**src/rtl/adder_share_arbiter_pkg.sv**
```systemverilog
// Shared definitions for the adder-sharing arbiter:
// FSM state encoding and the adder result width.
package adder_share_arbiter_pkg;

  localparam int SUM_W = 9;

  typedef enum logic [1:0] {
    IDLE = 2'd0,
    EXEC = 2'd1,
    RESP = 2'd2
  } state_t;

endpackage

```
**src/rtl/adder_share_arbiter_adder.sv**
```systemverilog
// 8-bit approximate adder: the three LSBs are ORed (carry-in folded
// into bit 0); bit 2's AND generates the carry into the exact upper part.
module LSB_Three_AproximateORAdder (
  input  logic [7:0] A,
  input  logic [7:0] B,
  input  logic       Cin,
  output logic [8:0] S
);

  logic [2:0] lo;
  logic [5:0] hi;
  logic       lo_carry;

  always_comb begin
    lo       = (A[2:0] | B[2:0]) | {2'b00, Cin};
    lo_carry = A[2] & B[2];
    hi       = {1'b0, A[7:3]} + {1'b0, B[7:3]} + {5'b0, lo_carry};
    S        = {hi, lo};
  end

endmodule

```
**src/rtl/adder_share_arbiter.sv**
```systemverilog
// Round-robin arbiter letting N_REQ requesters time-share one
// approximate adder; one result in flight, held until handed off.
module adder_share_arbiter
  import adder_share_arbiter_pkg::*;
#(
  parameter int N_REQ = 4,
  parameter int CNT_W = 16
) (
  input  logic               clk,
  input  logic               rst,
  input  logic [N_REQ-1:0]   req_valid,
  input  logic [8*N_REQ-1:0] req_A,
  input  logic [8*N_REQ-1:0] req_B,
  input  logic [N_REQ-1:0]   req_Cin,
  output logic [N_REQ-1:0]   req_ready,
  output logic               rsp_valid,
  input  logic               rsp_ready,
  output logic [2:0]         rsp_id,
  output logic [SUM_W-1:0]   rsp_S,
  output logic [CNT_W-1:0]   ops_done
);

  state_t state, state_next;

  logic [2:0]       last_grant;
  logic [2:0]       win_idx;
  logic             win_found;
  logic             window;
  logic             accept;
  logic [7:0]       sel_a, sel_b;
  logic             sel_cin;
  logic [7:0]       op_a, op_b;
  logic             op_cin;
  logic [2:0]       op_id;
  logic [SUM_W-1:0] sum;

  // Search starts just after the last winner, wrapping around.
  always_comb begin
    win_found = 1'b0;
    win_idx   = '0;
    for (int k = 1; k <= N_REQ; k++) begin
      for (int i = 0; i < N_REQ; i++) begin
        if (!win_found && req_valid[i] &&
            i == (int'(last_grant) + k) % N_REQ) begin
          win_found = 1'b1;
          win_idx   = 3'(i);
        end
      end
    end
  end

  always_comb begin
    sel_a   = '0;
    sel_b   = '0;
    sel_cin = 1'b0;
    for (int i = 0; i < N_REQ; i++) begin
      if (win_idx == 3'(i)) begin
        sel_a   = req_A[8*i +: 8];
        sel_b   = req_B[8*i +: 8];
        sel_cin = req_Cin[i];
      end
    end
  end

  assign window = !rst &&
                  (state == IDLE || (state == RESP && rsp_ready));
  assign accept = window && win_found;

  always_ff @(posedge clk) begin
    if (rst) state <= IDLE;
    else     state <= state_next;
  end

  always_comb begin
    state_next = state;
    unique case (state)
      IDLE:    state_next = accept ? EXEC : IDLE;
      EXEC:    state_next = RESP;
      RESP: begin
        if (rsp_ready) state_next = accept ? EXEC : IDLE;
      end
      default: state_next = IDLE;
    endcase
  end

  always_comb begin
    req_ready = '0;
    for (int i = 0; i < N_REQ; i++) begin
      req_ready[i] = accept && (win_idx == 3'(i));
    end
    rsp_valid = (state == RESP);
  end

  LSB_Three_AproximateORAdder u_adder (
    .A   (op_a),
    .B   (op_b),
    .Cin (op_cin),
    .S   (sum)
  );

  always_ff @(posedge clk) begin
    if (rst) begin
      last_grant <= 3'(N_REQ - 1);
      op_a       <= '0;
      op_b       <= '0;
      op_cin     <= 1'b0;
      op_id      <= '0;
      rsp_S      <= '0;
      rsp_id     <= '0;
      ops_done   <= '0;
    end else begin
      if (accept) begin
        op_a       <= sel_a;
        op_b       <= sel_b;
        op_cin     <= sel_cin;
        op_id      <= win_idx;
        last_grant <= win_idx;
      end
      if (state == EXEC) begin
        rsp_S  <= sum;
        rsp_id <= op_id;
      end
      if (rsp_valid && rsp_ready) ops_done <= ops_done + 1'b1;
    end
  end

endmodule
```
**config.mk**
```make
export PLATFORM = sky130hd
export DESIGN_NAME = adder_share_arbiter
export DESIGN_NICKNAME = d
export VERILOG_FILES = /design/src/rtl/adder_share_arbiter_pkg.sv /design/src/rtl/adder_share_arbiter_adder.sv /design/src/rtl/adder_share_arbiter.sv
export SDC_FILE = /design/constraint.sdc
export NUM_CORES = 1
export LEC_CHECK = 0
export ABC_AREA = 1
export CAP_MARGIN = 25
export CORE_MARGIN = 2
export CORE_UTILIZATION = 42
export CTS_CLUSTER_SIZE = 20
export DETAILED_ROUTE_END_ITERATION = 16
export PLACE_DENSITY = 0.78
export SLEW_MARGIN = 0
export SYNTH_ARGS = -nofsm -noshare
export SYNTH_HDL_FRONTEND = slang
export SYNTH_HIERARCHICAL = 1
export SYNTH_SLANG_ARGS = --single-unit
```
**constraint.sdc**
```tcl
create_clock -name clk -period 2.6 [get_ports clk]
set_input_delay 0.65 -clock clk [delete_from_list [all_inputs] [get_ports clk]]
set_output_delay 0.65 -clock clk [all_outputs]
set_load 0.05 [all_outputs]
```
## Yosys cells after proc, flatten, opt, wreduce, memory -nomap -nowiden

Index checks and enable logic that the tools add are counted.

- Add/sub/neg operators: 7
- Equal/unequal tests: 18
- Mux-type cells: 46
- Bitwise gates (word level): 7
- Reductions and logical operators: 65

Operator list:

| kind | number |
|---|---|
| $logic_not A32 Y1 | 4 |
| $mux W8 | 8 |
| $mux W3 | 14 |
| $logic_and A1 B1 Y1 | 38 |
| $eq A3 B3 Y1 const A | 8 |
| $mux W1 | 22 |
| $add A16 B1 Y16 const B | 1 |
| $logic_not A1 Y1 | 16 |
| $eq A2 B3 Y1 const A | 4 |
| $reduce_or A2 Y1 | 4 |
| $add A5 B5 Y6 | 1 |
| $add A6 B1 Y6 | 1 |
| $eq A3 B2 Y1 const B | 2 |
| $pmux W2 S3 | 1 |
| $add A2 B1 Y2 const B | 2 |
| $add A2 B2 Y2 const B | 2 |
| $and A1 B1 Y1 const A | 4 |
| $eq A3 B1 Y1 const B | 1 |
| $logic_not A3 Y1 | 1 |
| $or A3 B1 Y3 | 1 |
| $or A3 B3 Y3 | 1 |
| $eq A2 B1 Y1 const B | 1 |
| $eq A2 B2 Y1 const B | 1 |
| $logic_not A2 Y1 | 1 |
| other kinds (4) | 4 |

- Register bits: 52
- Bits of input ports: 75
- Output and inout port bits: 33
- Word-level logic and storage cells: 152

## Depth between registers and ports, before layout

- Word-level depth: 71
- Gate-level depth with buffers: 19
- Gate-level depth less buffers: 18

## Hierarchy

The synthesis kept the hierarchy.

Modules (own cells, without submodules):

| module | instances | cells each | area each (um^2) | seq. area each (um^2) |
|---|---|---|---|---|
| adder_share_arbiter | 1 | 474 | 2940.3 | 1001.0 |
| LSB_Three_AproximateORAdder | 1 | 40 | 242.7 | 0.0 |

## Worst setup path after synthesis

OpenSTA, ideal clock, no wires.

- Path kind: input to output
- Start: in req_valid[3]
- End: out req_ready[0]
- Arrival time: 2.742 ns
- Data required time: 1.950 ns
- Setup slack: -0.792 ns
- Stages: 12
- Path buffers: 0
- Cell sequence: nand3_1 nand2_1 nor2_2 nand4_2 nor2_2 nand4_2 nor2_1 nand4_1 nor2_1 nor2_1 inv_2 nor3_1

- Longest elaborated chain between the ends: 53
- Elaborated cells between the ends (all ways): 67
- Classes of those cells: mux: 26; reduce/logical: 41

Ends and longest elaborated chain:

| what | RTL line | text |
|---|---|---|
| from (decl) | adder_share_arbiter.sv:11 | `input logic [N_REQ-1:0] req_valid,` |
| $logic_and A1 B1 Y1 (2 in a row) | adder_share_arbiter.sv:43 | `if (!win_found && req_valid[i] &&` |
| $mux W1 | adder_share_arbiter.sv:43 |  |
| $logic_not A1 Y1 | adder_share_arbiter.sv:43 |  |
| $logic_and A1 B1 Y1 (2 in a row) | adder_share_arbiter.sv:43 |  |
| $mux W1 | adder_share_arbiter.sv:43 |  |
| $logic_not A1 Y1 | adder_share_arbiter.sv:43 |  |
| $logic_and A1 B1 Y1 (2 in a row) | adder_share_arbiter.sv:43 |  |
| $mux W1 | adder_share_arbiter.sv:43 |  |
| [32 not listed] | n/a |  |
| $logic_not A1 Y1 | adder_share_arbiter.sv:43 |  |
| $logic_and A1 B1 Y1 (2 in a row) | adder_share_arbiter.sv:43 |  |
| $mux W1 | adder_share_arbiter.sv:43 |  |
| $logic_not A1 Y1 | adder_share_arbiter.sv:43 |  |
| $logic_and A1 B1 Y1 (2 in a row) | adder_share_arbiter.sv:43 |  |
| $mux W3 or $mux W1 (tied branches) | adder_share_arbiter.sv:43 |  |
| $logic_not A3 Y1 or $logic_and A1 B1 Y1 (tied branches) | adder_share_arbiter.sv:89, adder_share_arbiter.sv:67 |  |
| $logic_and A1 B1 Y1 * | adder_share_arbiter.sv:89 | `req_ready[i] = accept && (win_idx == 3'(i));` |
| to (decl) | adder_share_arbiter.sv:15 | `output logic [N_REQ-1:0] req_ready,` |

Every way passes the cells marked *; elsewhere a longest branch is shown, timed or not.

## Final worst setup path

- Start: reg last_grant[0]
- End: out req_ready[3]

- Longest elaborated chain between the ends: 68
- Elaborated cells between the ends (all ways): 108
- Classes of those cells: add/sub: 4; eq/ne: 13; mux: 31; bitwise: 4; reduce/logical: 56

Ends and longest elaborated chain:

| what | RTL line | text |
|---|---|---|
| from (decl) | adder_share_arbiter.sv:25 | `logic [2:0] last_grant;` |
| from (signal assigned) | adder_share_arbiter.sv:103 | `last_grant <= 3'(N_REQ - 1);` |
| from (signal assigned) | adder_share_arbiter.sv:117 | `last_grant <= win_idx;` |
| $add A2 B1 Y2 | adder_share_arbiter.sv:44 | `i == (int'(last_grant) + k) % N_REQ) begin` |
| $reduce_or A2 Y1 (no line) | n/a |  |
| $and A1 B1 Y1 (no line) | n/a |  |
| $logic_not A32 Y1 | adder_share_arbiter.sv:44 |  |
| $logic_and A1 B1 Y1 | adder_share_arbiter.sv:43 |  |
| $mux W1 | adder_share_arbiter.sv:43 |  |
| $logic_not A1 Y1 | adder_share_arbiter.sv:43 |  |
| $logic_and A1 B1 Y1 (2 in a row) | adder_share_arbiter.sv:43 |  |
| [49 not listed] | n/a |  |
| $logic_not A1 Y1 | adder_share_arbiter.sv:43 |  |
| $logic_and A1 B1 Y1 (2 in a row) | adder_share_arbiter.sv:43 |  |
| $mux W1 | adder_share_arbiter.sv:43 |  |
| $logic_not A1 Y1 | adder_share_arbiter.sv:43 |  |
| $logic_and A1 B1 Y1 (2 in a row) | adder_share_arbiter.sv:43 |  |
| $mux W3 or $mux W1 (tied branches) | adder_share_arbiter.sv:43 |  |
| $eq A3 B2 Y1 or $logic_and A1 B1 Y1 (tied branches) | adder_share_arbiter.sv:89, adder_share_arbiter.sv:67 |  |
| $logic_and A1 B1 Y1 * | adder_share_arbiter.sv:89 |  |

Marked as above.

==> summary.md <==
| Metric | Value |
|---|---|
| Status | `complete, but fails checks` |
| Failing checks | `negative setup slack` |
| PD cells | `529 nW/um2` |
| R2R Path Start | `last_grant[0]` |
| CTS root buffer | `clkbuf_8` |
| Row cnt | `31` |
| Synthesized flop and latch total | `50` |
| Crit-path cells | `buf_6 > nand3_2 > nand2_4 > nor2_4 > nand4_4 > nor2_4 > nand4_4 > nor2_4 > nand4_1 > nor2_1 > nor2_2 > inv_4 > nor2_4 > buf_12` |
| Slew headroom | `about two thirds` |
| Clock slew at reported path FFs | `80 ps` |
| Hold path start | `op_id[1]` |
| Commonest cells after routing, fill and taps aside | `nor2_1, clkdlybuf4s50_1, nand2_1` |
| Worst EP required | `1950 ps` |
| Critical path buffers and inverters | `3` |
| VDD IR-drop max | `0.301 mV` |
| Mux share of post-synthesis cell area | `0%` |
| Via total after detailed routing | `3,783` |
| Post-DP HPWL | `7090 um` |
| Critical path's most frequent cell | `nor2_4` |
| Final hold violations | `0` |
| FF-to-FF path depth | `17` |
| Post-synthesis compound-gate area fraction | `10.4%` |
| Commonest non-fill, non-tap cell in the layout | `nor2_1` |
| Main combinational cell family by area after synthesis | `simple AND/OR/NAND/NOR gates` |
| Final ANT Viol Nets | `0` |
| Slew @ Worst Pin | `about 530 ps` |
| Worst r2r dst | `op_a[1]` |
| Drt total wl | `approximately 9700 um` |
| RSZ-0062 raised after global routing | `yes` |
| Initial antenna violation count | `0` |
| Crit-path max FO | `6` |
| Max Cap Viol | `0` |
| Synth Area per Inst | `about 6.2 um2` |
| Post-Synthesis Cell Area | `3180 um2` |
| Core ar. | `7290 um2` |
| Sw power | `0.00106 W` |
| Die width | `about 90 um` |
| Post-synth EDFFs | `0` |
| DR WL/cell | `approximately 13 um` |
| Worst hold margin | `467 ps` |
| Clock power frac | `15.9%` |
| Ant. Diodes | `0` |
| DRT iter0 DRCs | `202` |
| Routed vias/inst | `4.96` |
| Setup Skew | `3.53 ps` |
| Latest clock arrival within the worst-skew pair | `just under 300 ps` |
| Setup crit end | `req_ready[3]` |
| Vias in the first global route | `3,603` |
| Pins Over Slew Limit | `0` |
| Cell variety after synth | `30` |
| Post-Route Utilization | `68.5%` |
| Global Route Usage Sum | `~22%` |
| Leakage | `around 2.2 nW` |
| Fmax | `approximately 0.33 GHz` |
| Post-synthesis async set-or-reset flop share | `0%` |
| Final setup vio count | `11` |
| CP top delay family | `simple AND/OR/NAND/NOR gates` |
| Synth Area in Simple Gates | `42.3%` |
| WP data arrival | `approximately 2400 ps` |
| Combinational group share of total power | `49.8%` |
| Setup crit end kind | `output pin` |
| Grt total ovfl | `0` |
| Internal Power | `0.00158 W` |
| Layout cells sized above 1 | `19.7%` |
| Synth Area in Adders | `between 3 and 4%` |
| Drt drc | `0` |
| Flop pwr share | `34.3%` |
| P&R area growth vs syn | `56.9%` |
| Slowest Stage Delay on Critical Path | `roughly 380 ps` |
| Worst setup margin | `-450 ps` |
| Largest net degree at the start of global routing | `32` |
| Die area | `8290 um2` |
| Synthesized instance count | `between 500 and 600` |
| Nets | `746` |
| Setup TNS | `-2360 ps` |
| Minimum clock period | `~3100 ps` |
| Worst setup path class | `reg2out` |
| Drt first pass iters | `5` |
| Die Ht | `between 90 and 100 um` |
| GPL Wtd Cong | `0.864` |
| Syn Nets | `just under 600` |
| CTS sink count | `50` |
| Synth Area in XOR/XNOR | `0.550%` |
| Slowest cell on crit path | `dfxtp_4` |
| Worst hold path class | `reg2reg` |
| Net Sw Frac | `between 40% and 50%` |
| Largest buffer count on any clock path | `2` |
| Buffers on Ports | `between 100 and 150` |
| Total CTS buffers | `5` |
| TritonCTS clock tree | `built` |
| FF-to-FF setup slack | `-100 ps` |
| Crit share post-route | `117%` |
| Worst path depth | `14` |
| Crit path launch | `last_grant[0]` |
| Starting Density | `43.7%` |
| Global-route wire length before repair | `15,700 um` |
| Ys Warns | `6` |
| CP Launch Type | `register` |
| CTS H-tree depth | `2` |
| I/O pin cnt | `~110` |
| Register area share after synthesis | `31.4%` |
| Main synth FF type | `dfxtp_1` |
[area by class of cell]
cell class | instances | area [um2]
Multi-Input combinational cell | 374 | 1990
Clock buffer | 5 | 68.8
Timing Repair Buffer | 160 | 1510
Sequential cell | 50 | 1010
Clock inverter | 2 | 10.0
Tap cell | 99 | 124
Fill cell | 638 | 2300
Inverter | 73 | 278
[sequential cells by signal, indices dropped and copies added, names as in the netlist]
signal	flops
state	2
ops_done	16
last_grant	2
op_b	8
rsp_id	2
op_id	2
op_cin	1
op_a	8
rsp_S	9
[how the worst min path moves through the flow]
| stage | end | depth (start not counted) |
|---|---|---|
| finish | op_id[1] | 2 |
| global route | ops_done[15] | 1 |
| CTS | op_id[0] | 2 |
| detailed placement | op_id[0] | 2 |
| global placement | ops_done[15] | 1 |
| floorplan | op_id[0] | 2 |
[worst min-delay path: cells and delay by family, from the launching register on]
family             cells  cell delay, ps
AOI/OAI and AO/OA      1              50
and+or+nand+nor        1              60
DFF                    1             320
[power groups by stage]
| stage | logic [W] | clock network, W | registers, W |
|---|---|---|---|
| floorplan | 0.000717 | 0 | 0.000984 |
| global placement | 0.00118 | 0 | 0.000916 |
| detailed placement | 0.00120 | 0 | 0.000919 |
| CTS | 0.00125 | 0.000432 | 0.000904 |
| global route | 0.00143 | 0.000460 | 0.000917 |
| finish | 0.00131 | 0.000421 | 0.000906 |
[timing repair]
action	4_1_cts	5_1_grt
gates resized for setup	33	27
hold buffers	0	0
buffers inserted	13	6
pin swaps	13	28
endpoints found under the setup margin	22	25
[synth_stat cells, types with 2 or more instances]
master    instances  area (um2)
o21ai_0          18        90.1
a21oi_1          25         125
inv_2             3        11.3
nand4_2           3        37.5
nand3_1          55         275
nand4_1           9        56.3
buf_6             4        45.0
o21a_1            3        22.5
or2_2             2        12.5
nor2_1          117         439
nor2_2            5        31.3
nor3_1           13        65.1
dfxtp_1          50        1000
buf_4             2        15.0
nand2_2           2        12.5
xor2_1            2        17.5
o211ai_1          3        22.5
nand2_4           3        33.8
ha_1              5        62.6
fa_1              2        40.0
buf_2             3        15.0
a21oi_2           8        70.1
nand2_1          96         360
inv_1            69         259
clkbuf_1          7        26.3
[through the flow]
step,std cells,total power (W),setup WS (ps),area (um2)
finish,763,0.00264,-450,4990
global placement,739,0.00209,-675,4650
detailed placement,739,0.00212,-802,4650
global route,763,0.00281,-524,4990
CTS,759,0.00259,-390,4870
floorplan,514,0.00170,-217,3250
[routing by layer]
metal | share of wire (%) | vias to the layer above | global-route usage, % | wire [um]
met4 | 2.5 | 0 | 7.32 | 246
met2 | 50 | 146 | 40.4 | 4840
met1 | 42 | 1688 | 27.1 | 4080
met5 | 0 | - | 0 | 0
met3 | 6.0 | 30 | 3.40 | 583
li1 | - | 1919 | - | -
[kinds of logic (layout without fill, tap and decap cells)]
family / Yosys count / after routing
buf+inv: 90 / 240
simple gates: 307 / 307
xor+xnor: 2 / 2
compound gates: 57 / 57
flops: 50 / 50
fa+ha+maj: 7 / 7
other cells: 1 / 1
(Power assumes the default switching activity.)
